==> src/rtl/ls_size_ctrl.sv <==
// Load/store size controller: sequences LB/LH/LW/SB/SH/SW through a
// multicycle memory port. Sub-word stores use read-modify-write.
// All outputs are registered against the next state.
module ls_size_ctrl #(
   parameter int MEM_LAT = 1
) (
   input  logic        clk,
   input  logic        reset,
   input  logic        start,
   input  logic [2:0]  op,
   input  logic [1:0]  byte_off,
   input  logic [31:0] store_data,
   input  logic [31:0] mem_rdata,
   output logic        mem_read,
   output logic        mem_write,
   output logic [31:0] mem_wdata,
   output logic        ext_sel,
   output logic [15:0] ext_in16,
   output logic [7:0]  ext_in8,
   output logic        word_sel,
   output logic [31:0] load_raw,
   output logic        reg_write,
   output logic        busy,
   output logic        done,
   output logic        err
);

   typedef enum logic [2:0] {IDLE, RD, CAP, EXT, MRG, WR, ERR} state_t;

   localparam logic [2:0] OP_LB = 3'b000;
   localparam logic [2:0] OP_LH = 3'b001;
   localparam logic [2:0] OP_LW = 3'b010;
   localparam logic [2:0] OP_SB = 3'b100;
   localparam logic [2:0] OP_SH = 3'b101;
   localparam logic [2:0] OP_SW = 3'b110;

   state_t      state, nxt;
   logic [2:0]  op_q;
   logic [1:0]  off_q;
   logic [31:0] sd_q;
   logic [2:0]  cnt;
   logic        bad_req;

   // Little-endian byte lane pick
   function automatic logic [7:0] sel8(input logic [31:0] w, input logic [1:0] off);
      return w[{off, 3'b000} +: 8];
   endfunction

   // Halfword lane pick: only off[1] matters for aligned halfwords
   function automatic logic [15:0] sel16(input logic [31:0] w, input logic [1:0] off);
      return off[1] ? w[31:16] : w[15:0];
   endfunction

   // Replace the addressed lane of w with the low byte/halfword of sd
   function automatic logic [31:0] merge(input logic [31:0] w, input logic [1:0] off,
                                         input logic [31:0] sd, input logic half);
      logic [31:0] r;
      r = w;
      if (half) begin
         if (off[1]) r[31:16] = sd[15:0];
         else        r[15:0]  = sd[15:0];
      end else begin
         r[{off, 3'b000} +: 8] = sd[7:0];
      end
      return r;
   endfunction

   // Illegal opcode or misaligned address for the requested size
   always_comb begin
      bad_req = 1'b0;
      case (op)
         OP_LB, OP_SB: bad_req = 1'b0;
         OP_LH, OP_SH: bad_req = byte_off[0];
         OP_LW, OP_SW: bad_req = |byte_off;
         default:      bad_req = 1'b1;
      endcase
   end

   // Next-state logic
   always_comb begin
      nxt = state;
      case (state)
         IDLE: if (start) begin
            if (bad_req)           nxt = ERR;
            else if (op == OP_SW)  nxt = WR;
            else                   nxt = RD;
         end
         RD:   if (cnt == 3'd0) nxt = CAP;
         CAP:  nxt = op_q[2] ? MRG : EXT;
         MRG:  nxt = WR;
         EXT, WR, ERR: nxt = IDLE;
         default: nxt = IDLE;
      endcase
   end

   // State register and read-latency down-counter
   always_ff @(posedge clk or posedge reset) begin
      if (reset) begin
         state <= IDLE;
         cnt   <= 3'd0;
      end else begin
         state <= nxt;
         if (state == IDLE)                cnt <= 3'(MEM_LAT - 1);
         else if (state == RD && cnt != 0) cnt <= cnt - 3'd1;
      end
   end

   // Request latch and registered outputs, driven from the state being entered
   always_ff @(posedge clk or posedge reset) begin
      if (reset) begin
         op_q      <= 3'd0;
         off_q     <= 2'd0;
         sd_q      <= 32'd0;
         mem_read  <= 1'b0;
         mem_write <= 1'b0;
         mem_wdata <= 32'd0;
         ext_sel   <= 1'b0;
         ext_in16  <= 16'd0;
         ext_in8   <= 8'd0;
         word_sel  <= 1'b0;
         load_raw  <= 32'd0;
         reg_write <= 1'b0;
         busy      <= 1'b0;
         done      <= 1'b0;
         err       <= 1'b0;
      end else begin
         mem_read  <= (nxt == RD);
         mem_write <= (nxt == WR);
         reg_write <= (nxt == EXT);
         busy      <= (nxt != IDLE);
         done      <= (nxt == EXT) || (nxt == WR);
         err       <= (nxt == ERR);
         if (state == IDLE && start) begin
            op_q  <= op;
            off_q <= byte_off;
            sd_q  <= store_data;
            if (nxt == WR) mem_wdata <= store_data;
         end
         if (state == CAP) begin
            load_raw <= mem_rdata;
            if (op_q[2]) begin
               mem_wdata <= merge(mem_rdata, off_q, sd_q, op_q[0]);
            end else begin
               ext_sel  <= (op_q == OP_LB);
               ext_in8  <= sel8(mem_rdata, off_q);
               ext_in16 <= sel16(mem_rdata, off_q);
               word_sel <= (op_q == OP_LW);
            end
         end
      end
   end

endmodule
==> config.mk <==
export PLATFORM = sky130hd
export DESIGN_NAME = ls_size_ctrl
export DESIGN_NICKNAME = d
export VERILOG_FILES = /design/src/rtl/ls_size_ctrl.sv
export SDC_FILE = /design/constraint.sdc
export NUM_CORES = 1
export LEC_CHECK = 0
export BUFFER_PORTS_ARGS = -buffer_cell sky130_fd_sc_hd__buf_2
export CORE_UTILIZATION = 46
export CTS_BUF_LIST = sky130_fd_sc_hd__clkbuf_16
export CTS_CLUSTER_DIAMETER = 30
export DETAILED_ROUTE_END_ITERATION = 6
export PLACE_DENSITY = 0.79
export SETUP_SLACK_MARGIN = 0.1
export SLEW_MARGIN = 5
export SYNTH_ARGS = -nofsm -noshare
export SYNTH_HDL_FRONTEND = slang
export SYNTH_SLANG_ARGS = --single-unit
==> constraint.sdc <==
create_clock -name clk -period 5.1 [get_ports clk]
set_clock_uncertainty 0.1 [all_clocks]
set_input_delay 0.51 -clock clk [delete_from_list [all_inputs] [get_ports clk]]
set_output_delay 0.51 -clock clk [all_outputs]
set_load 0.05 [all_outputs]
### Word level (Yosys, flattened, before mapping)

Cells that the tools add are included.

* word-level logic and storage cells: 69
* register bits after elaboration: 123
* output and inout port bits: 96
* memories: 0
* memory bits (writable): 0
* memory bits (read-only): 0
* latch bits: 0

* muxes and demuxes: 18
* reduce and logical (&&, ||, !) cells: 15
* equality and inequality tests: 13
* order comparisons: 0
* add/sub/neg operators: 2
* $mul: 0
* bitwise logic cells: 1
* div/mod/pow operators: 0
* shift operators: 3

Operators with widths (number)
* 2-to-1 mux 32 bit: 5
* 2-to-1 mux 16 bit: 3
* bitwise mux 32 bit: 1
* variable shift 8 x 7 -> 32 bit, first input constant: 1
* indexed part select 32 x 6 -> 8 bit: 1
* indexed part select 8 x 7 -> 32 bit: 1
* 2-to-1 mux 3 bit: 7
* equality test 3 bit, second input constant: 6
* equality test 3 x 2 -> 1 bit, second input constant: 4
* logical NOT 3 bit: 4
* one-hot mux 3 bit (4 select lines): 1
* equality test 3 x 1 -> 1 bit, second input constant: 3
* OR reduction 2 bit: 4
* negator 5 -> 7 bit: 1
* nonzero test 3 bit: 2
* one-hot mux 1 bit (3 select lines): 1
* subtractor 3 x 1 -> 3 bit, second input constant: 1
* logical AND 1 bit: 2
* AND reduction 2 bit: 1
* nonzero test 2 bit: 1
* logical OR 1 bit: 1
* inverter 1 bit: 1

### Longest topological paths before layout

* word-level depth: 11
* mapped depth: 10
* mapped depth without buffers: 7

### Worst setup path after synthesis

OpenSTA, ideal clock, no wires.

* path kind: register -> register
* start point: register off_q[1]
* end point: register mem_wdata[8]
* buffers on the path: 4
* arrival: 2378 ps
* period minus slack after synthesis: 2604 ps
* stages on the path, launching flop included: 11
* data required time: 4874 ps
* setup slack: 2496 ps
* cells stage by stage: dfrtp_1 -> clkbuf_1 -> buf_2 -> buf_2 -> inv_1 -> ha_1 -> and4b_1 -> clkbuf_1 -> a221oi_1 -> a211oi_1 -> a221o_1

* word-level cells in the longest chain between the ends: 6
* elaborated cells on any way between the ends: 8

Ends and longest elaborated chain
* start, declared: line 39 `logic [1:0] off_q;`
* start signal, assigned: line 135 `off_q <= byte_off;`
* negator 5 -> 7 bit: line 63 `r[{off, 3'b000} +: 8] = sd[7:0];`
* indexed part select 8 x 7 -> 32 bit or variable shift 8 x 7 -> 32 bit (tied branches): line 63
* bitwise mux 32 bit: line 63
* 2-to-1 mux 32 bit (*): line 59 `if (half) begin`
* 2-to-1 mux 32 bit (*): line 141 `if (op_q[2]) begin`
* 2-to-1 mux 32 bit (*): line 139 `if (state == CAP) begin`
* end signal, assigned: line 137 `if (nxt == WR) mem_wdata <= store_data;`
* end signal, assigned: line 142 `mem_wdata <= merge(mem_rdata, off_q, sd_q, op_q[0]);`
* end, declared: line 16 `output logic [31:0] mem_wdata,`

Mark *: on every way between the ends. The rest lies on a longest branch, timed or not.
A chain may end at the register's enable or synchronous reset.

### Worst setup path after layout

* start point: register off_q[0]
* end point: register mem_wdata[1]

* word-level cells in the longest chain between the ends: 6
* elaborated cells on any way between the ends: 7

Ends and longest elaborated chain (line)
* negator 5 -> 7 bit (*): 63
* indexed part select 8 x 7 -> 32 bit or variable shift 8 x 7 -> 32 bit (tied branches): 63
* bitwise mux 32 bit (*): 63
* 2-to-1 mux 32 bit (*): 59
* 2-to-1 mux 32 bit (*): 141
* 2-to-1 mux 32 bit (*): 139

Marks and branches as above.

==> metrics.txt <==
status completed; Seq/Total Area, Yosys 51.4%; Netlist cell types 46; first-pass GRT wire length 27.3 mm; Fin Setup TNS 0 ns; Min Hold Slack 0.176 ns; Die X 116 um; routability cong. 0.929; Place WS 1.81 ns; CP max stage delay 1.07 ns; total core area 12700 um^2; initial antenna violation count 0; Fmax 0.293 GHz; final worst slack 1.69 ns; num rows 41; Critical Path Source Type register; die span in y 116 um; Max Cap Viol 0; post-route insts no fill 893; ys async rst share 100%; io pins 168; FF-to-FF Start off_q[0]; initial drt markers 551; Worst EP arrival 3.67 ns; Post-Syn Instances 556; clk buf depth 2; CTS tree yes; post-placement cell count 861; clock sinks 123; Avg Vias per Cell 6.00; VDD IR-drop max 469 uV; largest area contributor in the netlist dfrtp_1; largest cells by area after synthesis dfrtp_1, nand2_1, mux2i_1; Syn Area/Cell 10.8 um^2; first drt pass iteration count 5; H-tree depth 4; Yosys top cell area share 51.4%; Worst-Skew Late Latency 0.42 ns; Crit-path slowest cell nor4bb_1; DR WL/cell 20.2 um; Leakage 3.69 nW; clk slew on worst S/H paths 0.06 ns; RSZ-0062 raised after global routing no; worst slew pin tran 1.28 ns; Req. time, crit path 5.36 ns; hold violation count in the final report 0; Min-Delay Path Class input port to asynchronous set/reset pin; fill count 1077; CTS root buf clkbuf_16; Num CTS Buffers 17; post-CTS resize count 0; final setup violation count 0; die area 13500 um^2; Worst slew margin 13.2%; vias in the first global route 5080; final WL 18.0 mm; Max Fanout on Critical Path 15; Pwr per Cell Area 839 nW/um^2; Final HPWL DP 12.8 mm; Setup Crit Path Kind register to register; GRT Total Usage 27.4%; Power Total 6.30 mW; diode count 0; Net Count, Synth 635; post-route ant nets 0; Critical path origin off_q[0]; area growth from synthesis to layout 25.3%; Mapped Area 5990 um^2; initial core utilization 47.3%; layout cells sized above 1 34.4%; largest net degree at the start of global routing 73; # DRC 0; Synth Warn # 0; IO Port Bufs 167; vias 5357; Worst setup EP type register; EDFF count, synth 0; period utilisation layout 66.9%; total gr overflow 0; hold buffers post-CTS 0; postcts setup bufs 0; Final min period 3.41 ns; Seq cells post-synth 123; Slew Viols, Final 0; CP cell instances clkinv_1, ha_1, nor4bb_1, a221oi_1, a211oi_1, a221o_1; final net count 787; Primary FF master, synth dfrtp_1
kinds of logic (layout without fill, tap and decap cells):
group	count (synthesis)	after routing	share of synthesized area, %
multiplexers	69	69	12.2
AO/OA/AOI/OAI	142	142	18.2
AND/OR/NAND/NOR	159	159	12.5
buffers and inverters	56	221	4.34
flip-flops	123	123	51.4
adder cells (fa/ha/maj)	7	7	1.46
cell type report:
cell class	count	area [um^2]	area share [%]
sequential	123	3080	41.0
tap	172	215	2.87
multi-input combinational	377	2660	35.4
clock buffer	17	425	5.67
clock inverter	15	180	2.40
timing repair buffer	175	896	11.9
inverter	14	55.1	0.733
cells in the mapped netlist (all sizes together), types with 3 or more instances:
cell and n:
a22oi 6, o21ai 24, dfrtp 123, inv 13
nor2b 7, nand2b 4, nor2 5, clkbuf 24
a32oi 6, ha 7, nor3 3, nand2 117
mux2i 37, a21oi 15, a221oi 20, nor4bb 3
and3 8, a21o 9, nand3b 3, a211oi 20
a221o 31, buf 18, mux2 32
cells in the final DEF, fill, tap and decap left out, types with 5 or more instances in the layout:
| cell | count |
|---|---|
| buf_2 | 167 |
| dfrtp_1 | 122 |
| nand2_1 | 117 |
| mux2i_1 | 37 |
| mux2_2 | 32 |
| a221o_1 | 31 |
| o21ai_0 | 24 |
| a221oi_1 | 20 |
| a211oi_1 | 20 |
| clkbuf_16 | 17 |
| a21oi_1 | 15 |
| inv_1 | 11 |
| a21o_1 | 9 |
| and3_1 | 8 |
| buf_4 | 8 |
| nor2b_1 | 7 |
| ha_1 | 7 |
| a22oi_1 | 6 |
| a32oi_1 | 6 |
| clkinv_2 | 6 |
| nor2_1 | 5 |
final timing paths:
| check | end | slack, ns | cells past startpoint |
|---|---|---|---|
| max | mem_wdata[1] | 1.69 | 6 |
| min | ext_in16[10] | 0.18 | 2 |
| max reg2reg | mem_wdata[1] | 1.69 | 6 |
| min reg2reg | word_sel | 0.36 | 2 |
| max in group asynchronous | sd_q[6] | 3.53 | 3 |
| min in group clk | sd_q[3] | 0.20 | 3 |
stage by stage:
step / area (um^2) / utilization [%]
after floorplan: 5990 / -
after global placement: 6900 / 54.5
after detailed placement: 6900 / 54.5
after CTS: 7510 / 59.2
after global routing: 7510 / 59.2
final: 7510 / 59.2
power by group:
part           switching [mW]  internal (mW)  total [mW]
Sequential              0.438           1.44        1.88
Combinational            2.24          0.942        3.19
Clock                   0.429          0.806        1.23
Total                    3.11           3.19        6.30
layer usage:
layer	routed length [um]	global-route usage [%]	vias up
met1	7550	37.6	2616
met2	8270	41.6	331
met3	1650	5.76	58
li1	-	-	2352
met4	537	13.2	0
met5	0	0	-
sequential cells by signal (all words and copies together) (netlist names), 2 cells and up:
name	cells
cnt	3
ext_in8	8
sd_q	16
mem_wdata	32
ext_in16	16
load_raw	32
off_q	2
op_q	3
state	3
worst max-delay path: cells and delay by family, from the launching register on:
family | cells | cell delay, ns
simple gates | 1 | 1.07
fa+ha+maj | 1 | 0.45
buf+inv | 1 | 0.42
flops | 1 | 0.61
compound gates | 3 | 0.70
Power figures use the tool's default switching activity.
